`src/rtl/lcd_spi_rx_decoder.sv`:
```
// Passive LCD SPI bus listener: rebuilds bytes from SCL/CS/DC/MOSI and
// decodes command, parameter index and RAMWR pixel/frame progress.
module lcd_spi_rx_decoder #(
  parameter int FRAME_BYTES = 25600,
  parameter int SYNC_STAGES = 2
) (
  input  logic        CLK,
  input  logic        RST,
  input  logic        SCL,
  input  logic        CS,
  input  logic        DC,
  input  logic        MOSI,
  output logic        BYTE_VALID,
  output logic [7:0]  BYTE_DATA,
  output logic        BYTE_IS_CMD,
  output logic [7:0]  CMD,
  output logic [7:0]  PARAM_IDX,
  output logic        RAMWR_ACTIVE,
  output logic [14:0] PIX_BYTE_CNT,
  output logic        FRAME_DONE,
  output logic [7:0]  FRAME_COUNT,
  output logic        FRAG_ERR
);

  localparam int NS = (SYNC_STAGES < 2) ? 2 : SYNC_STAGES;
  localparam logic [14:0] PIX_LAST = 15'(FRAME_BYTES - 1);
  localparam logic [7:0] RAMWR = 8'h2C;

  typedef enum logic [1:0] {
    IDLE,
    RECV,
    EMIT
  } state_t;

  logic [NS-1:0] scl_q, cs_q, dc_q, mosi_q;
  logic          scl_s, cs_s, dc_s, mosi_s;
  logic          scl_d, scl_rise;

  state_t        state, state_nxt;
  logic [2:0]    bit_cnt;
  logic [7:0]    shreg;
  logic          byte_dc;
  logic          shift_en, last_bit, frag, emit;

  // Bus lines preset to their idle levels so reset creates no edges
  always_ff @(posedge CLK or negedge RST) begin
    if (!RST) begin
      scl_q  <= '1;
      cs_q   <= '1;
      dc_q   <= '1;
      mosi_q <= '1;
      scl_d  <= 1'b1;
    end else begin
      scl_q  <= {scl_q[NS-2:0], SCL};
      cs_q   <= {cs_q[NS-2:0], CS};
      dc_q   <= {dc_q[NS-2:0], DC};
      mosi_q <= {mosi_q[NS-2:0], MOSI};
      scl_d  <= scl_s;
    end
  end

  assign scl_s    = scl_q[NS-1];
  assign cs_s     = cs_q[NS-1];
  assign dc_s     = dc_q[NS-1];
  assign mosi_s   = mosi_q[NS-1];
  assign scl_rise = scl_s & ~scl_d & ~cs_s;

  always_ff @(posedge CLK or negedge RST) begin
    if (!RST) state <= IDLE;
    else      state <= state_nxt;
  end

  always_comb begin
    state_nxt = state;
    shift_en  = 1'b0;
    last_bit  = 1'b0;
    frag      = 1'b0;
    unique case (state)
      IDLE: begin
        if (!cs_s) state_nxt = RECV;
      end
      RECV: begin
        if (cs_s) begin
          state_nxt = IDLE;
          frag      = (bit_cnt != 3'd0);
        end else if (scl_rise) begin
          shift_en = 1'b1;
          if (bit_cnt == 3'd7) begin
            last_bit  = 1'b1;
            state_nxt = EMIT;
          end
        end
      end
      EMIT: begin
        state_nxt = cs_s ? IDLE : RECV;
      end
      default: state_nxt = IDLE;
    endcase
  end

  assign emit = (state == EMIT);

  always_ff @(posedge CLK or negedge RST) begin
    if (!RST) begin
      bit_cnt <= 3'd0;
      shreg   <= 8'h00;
      byte_dc <= 1'b0;
    end else begin
      if (shift_en) begin
        bit_cnt <= last_bit ? 3'd0 : bit_cnt + 3'd1;
        shreg   <= {shreg[6:0], mosi_s};
      end else if (state != RECV) begin
        bit_cnt <= 3'd0;
      end
      if (last_bit) byte_dc <= dc_s;
    end
  end

  always_ff @(posedge CLK or negedge RST) begin
    if (!RST) begin
      BYTE_VALID   <= 1'b0;
      BYTE_DATA    <= 8'h00;
      BYTE_IS_CMD  <= 1'b0;
      CMD          <= 8'h00;
      PARAM_IDX    <= 8'h00;
      RAMWR_ACTIVE <= 1'b0;
      PIX_BYTE_CNT <= 15'd0;
      FRAME_DONE   <= 1'b0;
      FRAME_COUNT  <= 8'h00;
      FRAG_ERR     <= 1'b0;
    end else begin
      BYTE_VALID <= emit;
      FRAG_ERR   <= frag;
      FRAME_DONE <= 1'b0;
      if (emit) begin
        BYTE_DATA   <= shreg;
        BYTE_IS_CMD <= ~byte_dc;
        if (!byte_dc) begin
          CMD          <= shreg;
          PARAM_IDX    <= 8'h00;
          RAMWR_ACTIVE <= (shreg == RAMWR);
          if (shreg == RAMWR) PIX_BYTE_CNT <= 15'd0;
        end else begin
          if (PARAM_IDX != 8'hFF) PARAM_IDX <= PARAM_IDX + 8'd1;
          if (RAMWR_ACTIVE) begin
            if (PIX_BYTE_CNT == PIX_LAST) begin
              PIX_BYTE_CNT <= 15'd0;
              FRAME_DONE   <= 1'b1;
              FRAME_COUNT  <= FRAME_COUNT + 8'd1;
            end else begin
              PIX_BYTE_CNT <= PIX_BYTE_CNT + 15'd1;
            end
          end
        end
      end
    end
  end

endmodule

```
`config.mk`:
```
export PLATFORM = sky130hd
export DESIGN_NAME = lcd_spi_rx_decoder
export DESIGN_NICKNAME = d
export VERILOG_FILES = /design/src/rtl/lcd_spi_rx_decoder.sv
export SDC_FILE = /design/constraint.sdc
export NUM_CORES = 1
export LEC_CHECK = 0
export ABC_AREA = 1
export ABC_CLOCK_PERIOD_IN_PS = 1600
export CELL_PAD_IN_SITES_DETAIL_PLACEMENT = 0
export CELL_PAD_IN_SITES_GLOBAL_PLACEMENT = 1
export CORE_MARGIN = 2
export CORE_UTILIZATION = 36
export DETAILED_ROUTE_END_ITERATION = 10
export PLACE_DENSITY_LB_ADDON = 0.1
export SYNTH_ARGS = -nofsm -noshare
export SYNTH_HDL_FRONTEND = slang
export SYNTH_SLANG_ARGS = --single-unit
```
`constraint.sdc`:
```
create_clock -name CLK -period 1.6 [get_ports CLK]
set_clock_uncertainty 0.2 [all_clocks]
set_input_delay 0.32 -clock CLK [delete_from_list [all_inputs] [get_ports CLK]]
set_output_delay 0.32 -clock CLK [all_outputs]
set_load 0.005 [all_outputs]
```
# After elaboration in Yosys (flattened, before gate mapping)
# Index checks and enable logic that the tools add are counted.
[word_totals]
elab_cells = 77
regBits = 75
input_bits = 6
output_inout_bits = 52
[classes]
bitwise_logic = 5
n_eq_ne = 12
reduce_logical = 9
muxes = 28
addsub = 4
[ops]
columns = ["op", "count"]
rows = [
  ["15-bit 2-to-1 mux", 4],
  ["8-bit by 1-bit adder with 8-bit output (second input constant)", 2],
  ["8-bit 2-to-1 mux", 2],
  ["15-bit by 1-bit adder with 15-bit output (second input constant)", 1],
  ["15-bit equality test (second input constant)", 1],
  ["1-bit 2-to-1 mux", 14],
  ["3-bit 2-to-1 mux", 3],
  ["8-bit by 6-bit equality test with 1-bit output (second input constant)", 1],
  ["2-bit 2-to-1 mux", 4],
  ["8-bit inequality test (second input constant)", 1],
  ["3-bit inequality test (second input constant)", 2],
  ["2-bit one-hot mux with 3 select lines", 1],
  ["3-bit AND reduction", 2],
  ["2-bit by 1-bit inequality test with 1-bit output (second input constant)", 2],
  ["2-bit inequality test (second input constant)", 2],
  ["2-bit AND reduction", 2],
  ["4-bit AND reduction", 1],
  ["2-bit nonzero test", 2],
  ["3-bit by 1-bit adder with 3-bit output (second input constant)", 1],
  ["3-bit equality test (second input constant)", 1],
  ["1-bit inverter", 3],
  ["3-bit nonzero test", 1],
  ["1-bit AND", 2],
  ["2-bit by 1-bit equality test with 1-bit output (second input constant)", 1],
  ["2 further kinds", 2],
]

# Logic depth before layout (Yosys ltp)
# Gate-level depths: netlist of run 1.
[logic_depth]
depth_word = 8
mapped_depth = 10
ltp_nobuf = 10

# Worst setup path before layout of run 1
# OpenSTA, ideal clock, no wires.
[synth_timing]
path_kind = "flip-flop to flip-flop"
from = "register PIX_BYTE_CNT[0]"
to = "register FRAME_COUNT[4]"
path_stages_with_launch = 9
n_path_buf = 0
setup_slack_ns = -0.008
required_ns = 1.278
setup_time_ns = 0.122
arrival_ns = 1.286
period_less_slack_ns = 1.608
path_cell_list = "dfrtp_1 ha_1 nand3_1 clkinv_2 nand2_4 nor2_8 nand2_4 nor3_1 nor2_1"
[synth_between]
elab_chain_len = 2
[synth_lines]
columns = ["element", "line_no", "source"]
rows = [
  ["from (decl)", "19", "output logic [14:0] PIX_BYTE_CNT,"],
  ["from (signal assigned)", "151", "PIX_BYTE_CNT <= PIX_BYTE_CNT + 15'd1;"],
  ["15-bit equality test", "146", "if (PIX_BYTE_CNT == PIX_LAST) begin"],
  ["4-bit AND reduction (no source line)", "-", ""],
  ["to (signal assigned)", "149", "FRAME_COUNT <= FRAME_COUNT + 8'd1;"],
  ["to (decl)", "21", "output logic [7:0] FRAME_COUNT,"],
]
# No other way between the ends.
# A chain may end at the register's enable or synchronous reset.

# Worst setup path after layout of run 1
[layout_timing]
from = "register PIX_BYTE_CNT[4]"
to = "register FRAME_COUNT[1]"
# The elaborated chain is that of the path after synthesis.

==> metrics.yaml, run 1 <==
p_sw_share_pct: 22.4
synth_edf_count: 0
synth_nets: 409
ir_drop_mv: 0.680
design_area_sq_mm: 0.00552
cp_max_fo: 7
worst_hold_slack_ns: 0.158
via_count: 3210
core_region_area_sq_mm: 0.00920
crit_required_ns: 1.65
vias_per_cell: 4.75
regArea_sq_mm: 0.00189
multi_input_area_sq_mm: 0.00162
drv_slew: 0
row_count: 35
place_area_sq_mm: 0.00453
nFillCells: 843
violations: "negative setup slack"
combPwrFrac_pct: 6.7
first_pass_iters: 4
outcome: "finished, violations left"
wl_met3_microns: 364
grt.total_usage_pct: 18.1
fin_ws_ns: -0.0694
crit_chain: "buf_4, nand2_2, nor2_4, nand2_8, nor2_8, nand2_8, buf_4, nand2_1, nand2_1"
ios: 58
worstPathArrival_ns: 1.72
wirelength_microns: 9210
drive_gt1_share_pct: 37.5
met1_length_microns: 4220
cts_max_level: 3
ys_warn_count: 0
tightest_slew_ns: 0.314
place.gp.congestion: 0.796
clk_pin_slew_ns: 0.08
setup_tns_ns: -0.329
port_buffers: 57
clockRootBuffer: "clkbuf_8"
dpl.cell_count: 608
path_delay_family: "simple AND/OR/NAND/NOR gates"
fin_cells: 676
synth_cell_type_count: 32
p_seq_share_pct: 49.1
wl_per_cell_microns: 13.6
fmax_ghz: 0.599
start_util_pct: 37.1
drtIter0Drc: 100
cp_slowest_cell: "dfrtp_1"
clkLatencyLatePin_ns: 0.35
setup_viol: 13
maxUsedRoutingLayer: "met4"
min_path_type: "reg -> reg"
synthFlopType: "dfrtp_1"
hold_violations: 0
rsz0062_at_grt: "yes"
dp_hpwl_microns: 5890
syn_inst: 397
seq_area_frac_synth_pct: 55.3
routed-wl-met2_microns: 4500
relSlewSlack_pct: 79.0
p_int_w: 0.00317
antenna_found_initial: 0
syn_area_per_cell_sq_um: 8.59
cts_buffer_depth: 2
synth.cell_area_sq_mm: 0.00341
antenna_left: 0
path_class: "reg -> reg"
cts_inserted_buffers: 9
area_delta_synth_final_pct: 61.7
power_density_mw_per_mm2: 741
cp-start-kind: "flip-flop"
period_share_pct: 104
clockPowerShare_pct: 44.1
grt_pass1_wl_microns: 14500
die_w_microns: 101
power_switching_w: 0.000916
async_flop_share_pct: 100
grt_max_degree: 20
nNetsFinal: 572
endpoint_kind: "flip-flop"
tritoncts: "built"
antenna_cells: 0
critPathBufInv: 2
die_height_microns: 101
grt_pass1_vias: 3104
drc: 0
cts_sinks: 75
max_cap_violations: 0
synth_seq_cells: 75
p_leak_nw: 2.77
overflow: 0
critPathMaxStageDelay_ns: 0.37
die_area_sq_mm: 0.0103
fin_crit_ns: 1.67
## power groups by stage
stage          registers, W  clock network [W]  logic, W
2_1_floorplan       0.00204                  0  0.000103
3_3_place_gp        0.00204                  0  0.000252
3_5_place_dp        0.00204                  0  0.000255
4_1_cts             0.00201            0.00186  0.000263
5_1_grt             0.00202            0.00193  0.000315
6_report            0.00201            0.00180  0.000275
## cells in the mapped netlist, types with 3 or more instances
| master | n | share of area [%] |
|---|---|---|
| nand3_1 | 32 | 4.7 |
| nor2_1 | 36 | 4.0 |
| a21oi_1 | 14 | 2.1 |
| inv_1 | 38 | 4.2 |
| nand4_1 | 7 | 1.3 |
| buf_2 | 4 | 0.59 |
| dfstp_2 | 9 | 6.9 |
| ha_1 | 6 | 2.2 |
| o21ai_1 | 11 | 1.6 |
| o21ai_0 | 31 | 4.5 |
| nor3_1 | 4 | 0.59 |
| nand2_2 | 4 | 0.73 |
| nand2_1 | 110 | 12 |
| dfrtp_1 | 66 | 48 |
| nor2_4 | 3 | 0.99 |
## metrics by stage
step	util, %	power, W	worst slack [ns]
detailed placement	49.2	0.00230	-0.0807
global route	60.0	0.00426	-0.122
CTS	56.2	0.00413	-0.0643
finish	60.0	0.00409	-0.0694
floorplan	-	0.00214	0.00730
global placement	49.2	0.00229	-0.0153
## registers in the layout, indices dropped and copies added, names as in the netlist, 2 cells and up
name / count
CMD: 8
state: 2
shreg: 8
cs_q: 2
scl_q: 2
dc_q: 2
FRAME_COUNT: 8
PIX_BYTE_CNT: 15
BYTE_DATA: 8
mosi_q: 2
bit_cnt: 3
PARAM_IDX: 8
## cells in the final DEF (no fill, tap or decap), types with 17 or more instances in the layout
cell type	instances
buf_4	77
buf_6	17
dfrtp_1	64
dlygate4sd2_1	40
inv_1	35
nand2_1	94
nand3_1	23
nor2_1	22
o21ai_0	22
o21ai_1	19
## worst register-to-register path, cell delays in order (launching register included)
cell	delay, ns
dfrtp_1	0.37
buf_4	0.14
nand2_2	0.07
nor2_4	0.18
nand2_8	0.09
nor2_8	0.17
nand2_8	0.10
buf_4	0.15
nand2_1	0.05
nand2_1	0.05
## layout make-up
cell class	count	share of cell area, %
flip-flops and latches	75	34.3
multi-input cells	272	29.4
repair buffers	159	25.8
inverters	42	3.29
well taps	111	2.52
clock buffers	10	2.49
clock inverters	6	2.02
repair inverters	1	0.136
## timing repair
action	4_1_cts	5_1_grt
hold buffers	1	0
hold endpoints to repair	66	0
setup buffers	41	8
pin swaps	12	25
resized for setup	109	81
endpoints found under the setup margin	63	61
gates cloned	0	4
## routing by layer
| layer | GRT usage, % | vias up |
|---|---|---|
| met1 | 24.0 | 1534 |
| met2 | 29.4 | 56 |
| met3 | 4.97 | 14 |
| met4 | 5.09 | 0 |
| li1 | - | 1606 |
| met5 | 0 | - |
## cells by family after synthesis
kind of cell	Yosys count	share of synthesized area [%]
AND/OR/NAND/NOR	205	26.8
flip-flops	75	55.3
AO/OA/AOI/OAI	57	8.43
buffers and inverters	50	6.16
adder cells (fa/ha/maj)	6	2.20
XOR/XNOR	4	1.03
## worst paths after layout
kind                            startpoint               to  slack [ns]  cells after the start
min in group asynchronous              RST     PARAM_IDX[7]        0.20                      2
max in group asynchronous              RST  PIX_BYTE_CNT[5]        0.51                      3
min                              mosi_q[0]        mosi_q[1]        0.16                      0
min reg2reg                      mosi_q[0]        mosi_q[1]        0.16                      0
max reg2reg                PIX_BYTE_CNT[4]   FRAME_COUNT[1]       -0.07                      9
max                        PIX_BYTE_CNT[4]   FRAME_COUNT[1]       -0.07                      9
Power figures use the tool's default switching activity.
==> run 2, diff against run 1 <==
--- a/config.mk
+++ b/config.mk
@@ -9,7 +9,7 @@
 export ABC_CLOCK_PERIOD_IN_PS = 1600
 export CELL_PAD_IN_SITES_DETAIL_PLACEMENT = 0
 export CELL_PAD_IN_SITES_GLOBAL_PLACEMENT = 1
-export CORE_MARGIN = 2
+export CORE_MARGIN = 5
 export CORE_UTILIZATION = 36
 export DETAILED_ROUTE_END_ITERATION = 10
 export PLACE_DENSITY_LB_ADDON = 0.1
==> run 2 against run 1 <==
Against the previous run:
- the flow still finishes with violations (negative setup slack)
- flip-flop and latch count stayed put
- non-clock buffer count is 9 lower
- sequential share of layout area is 0.98 points higher
- core utilization is 1.9 points lower
- die area is 12% higher
- maximum frequency is 1.7% higher
- critical endpoint is now FRAME_COUNT[4]
- highest routed layer unchanged
==> metrics.yaml, run 2 (synthesis results as in run 1) <==
fin_crit_ns: 1.64  # -0.0277 ns
cts_inserted_buffers: 9  # unchanged
setup_viol: 8  # -5
cp_slowest_cell: "dfrtp_1"
path_class: "reg -> reg"
crit_chain: "buf_6, ha_4, nand3_4, clkinv_4, nand2_8, nor2_8, nand2_8, nor3_2, nor2_1"
drtIter0Drc: 100  # unchanged
fin_cells: 686  # +1.5%
vias_per_cell: 4.61  # -3.0%
clockRootBuffer: "clkbuf_8"
rr_worst_depth: 9  # unchanged
setup_tns_ns: -0.177  # +0.152 ns
pre_cts_ws_ns: -0.0294  # +0.0513 ns
dpl.cell_count: 620  # +2.0%
grt_pass1_wl_microns: 14900  # +2.9%
antenna_cells: 0  # unchanged
period_share_pct: 103  # -1.7 points
place.gp.congestion: 0.794  # -0.18%
clk_pin_slew_ns: 0.08  # about the same
start_util_pct: 36.9  # -0.18 points
drc: 0  # unchanged
worst_hold_slack_ns: 0.156  # -0.00222 ns
finalPower_w: 0.00394  # -3.5%
hold_path_end: "dc_q[1]"
min-delay-start: "dc_q[0]"
r2r_setup_slack_ns: -0.04  # +0.03 ns
cp-start-kind: "flip-flop"
antenna_left: 0  # unchanged
row_count: 35  # unchanged
cp_max_fo: 7  # unchanged
die_height_microns: 107  # +5.9%
tightest_slew_ns: 0.337  # +0.0229 ns
fin_ws_ns: -0.0416  # +0.0277 ns
power_density_mw_per_mm2: 735  # -0.69%
tritoncts: "built"
overflow: 0  # unchanged
antenna_found_initial: 0  # unchanged
critPathBufInv: 2  # unchanged
rsz0062_at_grt: "yes"
worstPathArrival_ns: 1.68  # -0.04 ns
largest_reg_flops: 15  # unchanged
wirelength_microns: 8910  # -3.3%
grt_max_degree: 29  # +45%
path_common_cell: "nand2_8"
p_leak_nw: 2.66  # -4.0%
die_w_microns: 107  # +5.9%
use_met2_pct: 27.5  # -1.9 points
grt.total_usage_pct: 16.4  # -1.8 points
rr_endpoint: "FRAME_COUNT[4]"
via_count: 3161  # -1.5%
hold_violations: 0  # unchanged
fmax_ghz: 0.609  # +1.7%
ir_drop_mv: 0.503  # -26%
nNetsFinal: 564  # -1.4%
layout_common_cells: "nand2_1, buf_4, dfrtp_1"
dp_hpwl_microns: 5910  # +0.28%
path_delay_family: "simple AND/OR/NAND/NOR gates"
outcome: "finished, violations left"
max_cap_violations: 0  # unchanged
port_buffers: 57  # unchanged
first_pass_iters: 4  # unchanged
cts_max_level: 3  # unchanged
critPathMaxStageDelay_ns: 0.37  # about the same
ios: 58  # unchanged
final_common_cell: "nand2_1"
min_path_type: "reg -> reg"
die_area_sq_mm: 0.0115  # +12%
cts_buffer_depth: 2  # unchanged
use_met3_pct: 4.44  # -0.53 points
worstReg2RegStart: "PIX_BYTE_CNT[0]"
drive_gt1_share_pct: 35.7  # -1.8 points
cts_sinks: 75  # unchanged
clkLatencyLatePin_ns: 0.34  # about the same
wl_per_cell_microns: 13.0  # -4.7%
violations: "negative setup slack"
core_region_area_sq_mm: 0.00924  # +0.48%
relSlewSlack_pct: 77.5  # -1.5 points
crit_required_ns: 1.63  # -0.02 ns
endpoint_kind: "flip-flop"
met1_usage_pct: 21.2  # -2.8 points
min_path_cells: 0  # unchanged
grt_pass1_vias: 3214  # +3.5%
regMostFlops: "PIX_BYTE_CNT"
grt.busiest_layer: "met2"
area_delta_synth_final_pct: 57.2
drv_slew: 0  # unchanged
## run 2: cell types whose count changed in the layout (fill, tap and decap cells not counted), sizes merged
cell,before,now
clkbuf,19,18
dlygate4sd2,40,41
clkinvlp,3,4
nand2,116,117
buf,105,97
bufinv,3,2
clkinv,3,2
## run 2: where the power goes
| group | switching, W | internal, W | total, W |
|---|---|---|---|
| Clock | 0.000723 | 0.000969 | 0.00169 |
| Sequential | 0.0000367 | 0.00197 | 0.00201 |
| Combinational | 0.000148 | 0.0000978 | 0.000246 |
## run 2: worst max-delay path by stage
stage | slack (ns) | cells past startpoint | from | end
floorplan | 0.007 | 8 | PARAM_IDX[0] | PARAM_IDX[3]
global placement | 0.003 | 8 | state[0] | PIX_BYTE_CNT[13]
detailed placement | -0.03 | 9 | state[0] | PIX_BYTE_CNT[13]
CTS | -0.05 | 3 | PARAM_IDX[0] | PARAM_IDX[0]
global route | -0.14 | 11 | PIX_BYTE_CNT[0] | FRAME_COUNT[2]
finish | -0.04 | 9 | PIX_BYTE_CNT[0] | FRAME_COUNT[4]
## run 2: repair_timing
item | in CTS | in global routing
endpoints found under the hold margin | 75 | 0
pin swaps | 15 | 23
setup buffers | 41 | 5
endpoints found under the setup margin | 64 | 55
hold buffers | 1 | 0
gates resized for setup | 116 | 61
cloned | 2 | 2
## run 2: metrics by stage
stage               instance area, sq um  util, %
global placement                    4490     48.6
finish                              5360     58.0
global route                        5360     58.0
CTS                                 5180     56.0
floorplan                           3420        -
detailed placement                  4490     48.6
## run 2: per-layer routing
| metal | vias to the layer above | wire length (microns) |
|---|---|---|
| met3 | 8 | 451 |
| met1 | 1504 | 4020 |
| met4 | 0 | 90 |
| met5 | - | 0 |
| met2 | 60 | 4350 |
| li1 | 1589 | - |
## run 2: layout make-up
type                       instances  area (sq um)
fill                             854          3880
sequential                        75          1890
multi-input combinational        273          1610
timing repair buffer             150          1270
inverter                          42           181
tap                              129           161
clock buffer                      11           151
clock inverter                     5          83.8
timing repair inverter             1          5.00
==> run 3, diff against run 2 <==
--- a/config.mk
+++ b/config.mk
@@ -9,10 +9,10 @@
 export ABC_CLOCK_PERIOD_IN_PS = 1600
 export CELL_PAD_IN_SITES_DETAIL_PLACEMENT = 0
 export CELL_PAD_IN_SITES_GLOBAL_PLACEMENT = 1
-export CORE_MARGIN = 5
 export CORE_UTILIZATION = 36
 export DETAILED_ROUTE_END_ITERATION = 10
 export PLACE_DENSITY_LB_ADDON = 0.1
+export RECOVER_POWER = 50
 export SYNTH_ARGS = -nofsm -noshare
 export SYNTH_HDL_FRONTEND = slang
 export SYNTH_SLANG_ARGS = --single-unit
==> run 3 against run 2 <==
Against the previous run:
- critical path type unchanged
- sequential power barely moved
- clock power up 7%
- die area is 14% lower
- non-clock buffer count rose by 11
- combinational power about the same
- critical path depth grew 2
- final cell count is 1.0% lower
- core utilization up 0.62 points
- the run still ends with negative setup slack left
- setup slack lost 0.016 ns
==> metrics.yaml, run 3 (synthesis results as in run 1) <==
via_count: 3169  # +0.25%
vias_per_cell: 4.67  # +1.3%
endpoint_kind: "flip-flop"
worstPathArrival_ns: 1.70  # +0.02 ns
setup_viol: 11  # +3
die_height_microns: 99.4  # -7.5%
ir_drop_mv: 0.468  # -7.0%
cp-start-kind: "flip-flop"
power_density_mw_per_mm2: 751  # +2.1%
drv_slew: 0  # unchanged
cts_max_level: 3  # unchanged
worstReg2RegStart: "PIX_BYTE_CNT[9]"
tightest_slew_ns: 0.556  # +0.219 ns
clk_pin_slew_ns: 0.09  # about the same
core_region_area_sq_mm: 0.00920  # -0.47%
wl_per_cell_microns: 13.0  # about the same
period_share_pct: 104  # +0.98 points
grt_pass1_wl_microns: 14500  # -3.1%
relSlewSlack_pct: 62.9  # -15 points
ios: 58  # unchanged
max_cap_violations: 0  # unchanged
min-delay-start: "cs_q[0]"
fin_ws_ns: -0.0573  # -0.0156 ns
nFillCells: 845  # -1.1%
finalPower_w: 0.00405  # +2.7%
die_w_microns: 99.4  # -7.5%
cts_buffer_depth: 2  # unchanged
antenna_left: 0  # unchanged
p_leak_nw: 2.73  # +2.5%
clkLatencyLatePin_ns: 0.34  # about the same
regArea_sq_mm: 0.00189  # about the same
grt_max_degree: 24  # -17%
cts_sinks: 75  # unchanged
antenna_found_initial: 0  # unchanged
rsz0062_at_grt: "yes"
largest_reg_flops: 15  # unchanged
fin_crit_ns: 1.66  # +0.0156 ns
first_pass_iters: 4  # unchanged
fmax_ghz: 0.603  # -0.94%
drc: 0  # unchanged
port_buffers: 57  # unchanged
die_area_sq_mm: 0.00987  # -14%
row_count: 35  # unchanged
wirelength_microns: 8820  # -1.1%
startpoint: "PIX_BYTE_CNT[9]"
crit_required_ns: 1.64  # about the same
antenna_cells: 0  # unchanged
overflow: 0  # unchanged
area_delta_synth_final_pct: 58.1
design_area_sq_mm: 0.00539  # +0.58%
layout_common_cells: "nand2_1, buf_4, dfrtp_1"
grt.total_usage_pct: 18.9  # +2.5 points
cp_max_fo: 7  # unchanged
multi_input_area_sq_mm: 0.00158  # -2.1%
place_area_sq_mm: 0.00453  # +0.95%
final_common_cell: "nand2_1"
drtIter0Drc: 85  # -15%
place.gp.congestion: 0.770  # -3.1%
path_class: "reg -> reg"
drive_gt1_share_pct: 37.3  # +1.6 points
start_util_pct: 37.1  # +0.18 points
outcome: "finished, violations left"
hold_violations: 0  # unchanged
regMostFlops: "PIX_BYTE_CNT"
dp_hpwl_microns: 5750  # -2.6%
cts_inserted_buffers: 9  # unchanged
min_path_type: "reg -> reg"
grt_pass1_vias: 3060  # -4.8%
nNetsFinal: 575  # +2.0%
violations: "negative setup slack"
clockRootBuffer: "clkbuf_8"
tritoncts: "built"
## run 3: cell types whose count changed in the layout (fill, tap and decap cells not counted), sizes merged
cell           change
inv                +1
clkbuf             +4
bufinv             +1
clkdlybuf4s50      -4
dlygate4sd3        +4
buf                +7
dlygate4sd2        -2
## run 3: repair_timing
action,in CTS,in global routing
resized for setup,110,72
pin swaps,8,22
endpoints found under the hold margin,71,0
setup buffers,45,7
hold buffers,1,0
cloned,1,1
endpoints found under the setup margin,66,57
## run 3: layout make-up
class	instances	share of cell area, %
repair buffers	161	25.1
flip-flops and latches	75	35.0
clock inverters	7	2.27
well taps	111	2.57
repair inverters	1	0.139
clock buffers	9	2.30
multi-input cells	273	29.3
inverters	42	3.32
## run 3: power by group
group / internal (W) / switching, W
Combinational: 0.0000954 / 0.000148
Sequential: 0.00197 / 0.0000353
Clock: 0.00105 / 0.000756
## run 3: metrics by stage
stage	hold WS (ns)	worst slack, ns	util, %	instances	setup TNS (ns)
floorplan	-0.176	0.00730	-	397	0
global placement	0.0512	-0.0151	49.3	609	-0.0342
detailed placement	0.0568	-0.0464	49.3	609	-0.296
CTS	0.158	-0.0888	57.0	672	-0.523
global route	0.163	-0.150	58.7	679	-2.51
finish	0.157	-0.0573	58.7	679	-0.289
## run 3: path summary, 6_finish.rpt
path / end / slack (ns) / cells after the start
worst max-delay path: FRAME_COUNT[2] / -0.06 / 11
worst min-delay path: cs_q[1] / 0.16 / 0
worst max register to register: FRAME_COUNT[2] / -0.06 / 11
worst min register to register: cs_q[1] / 0.16 / 0
max in group asynchronous: dc_q[1] / 0.10 / 3
min in group asynchronous: BYTE_IS_CMD / 0.29 / 2
## run 3: critical path, cell delays in order (launching register included)
cell	delay [ns]
dfrtp_1	0.40
buf_6	0.13
nand2_4	0.05
nor2_4	0.11
nand2_2	0.07
buf_6	0.13
nor2_8	0.15
nand2_8	0.11
clkinv_8	0.07
nand2_1	0.04
nand2_1	0.05
nand2_1	0.04
## run 3: layer usage
metal	share of wire [%]	wire length, microns	global-route usage (%)
met1	47	4180	25.1
met5	0	0	0
met2	48	4270	30.9
met4	1.4	127	7.13
met3	2.7	235	3.37
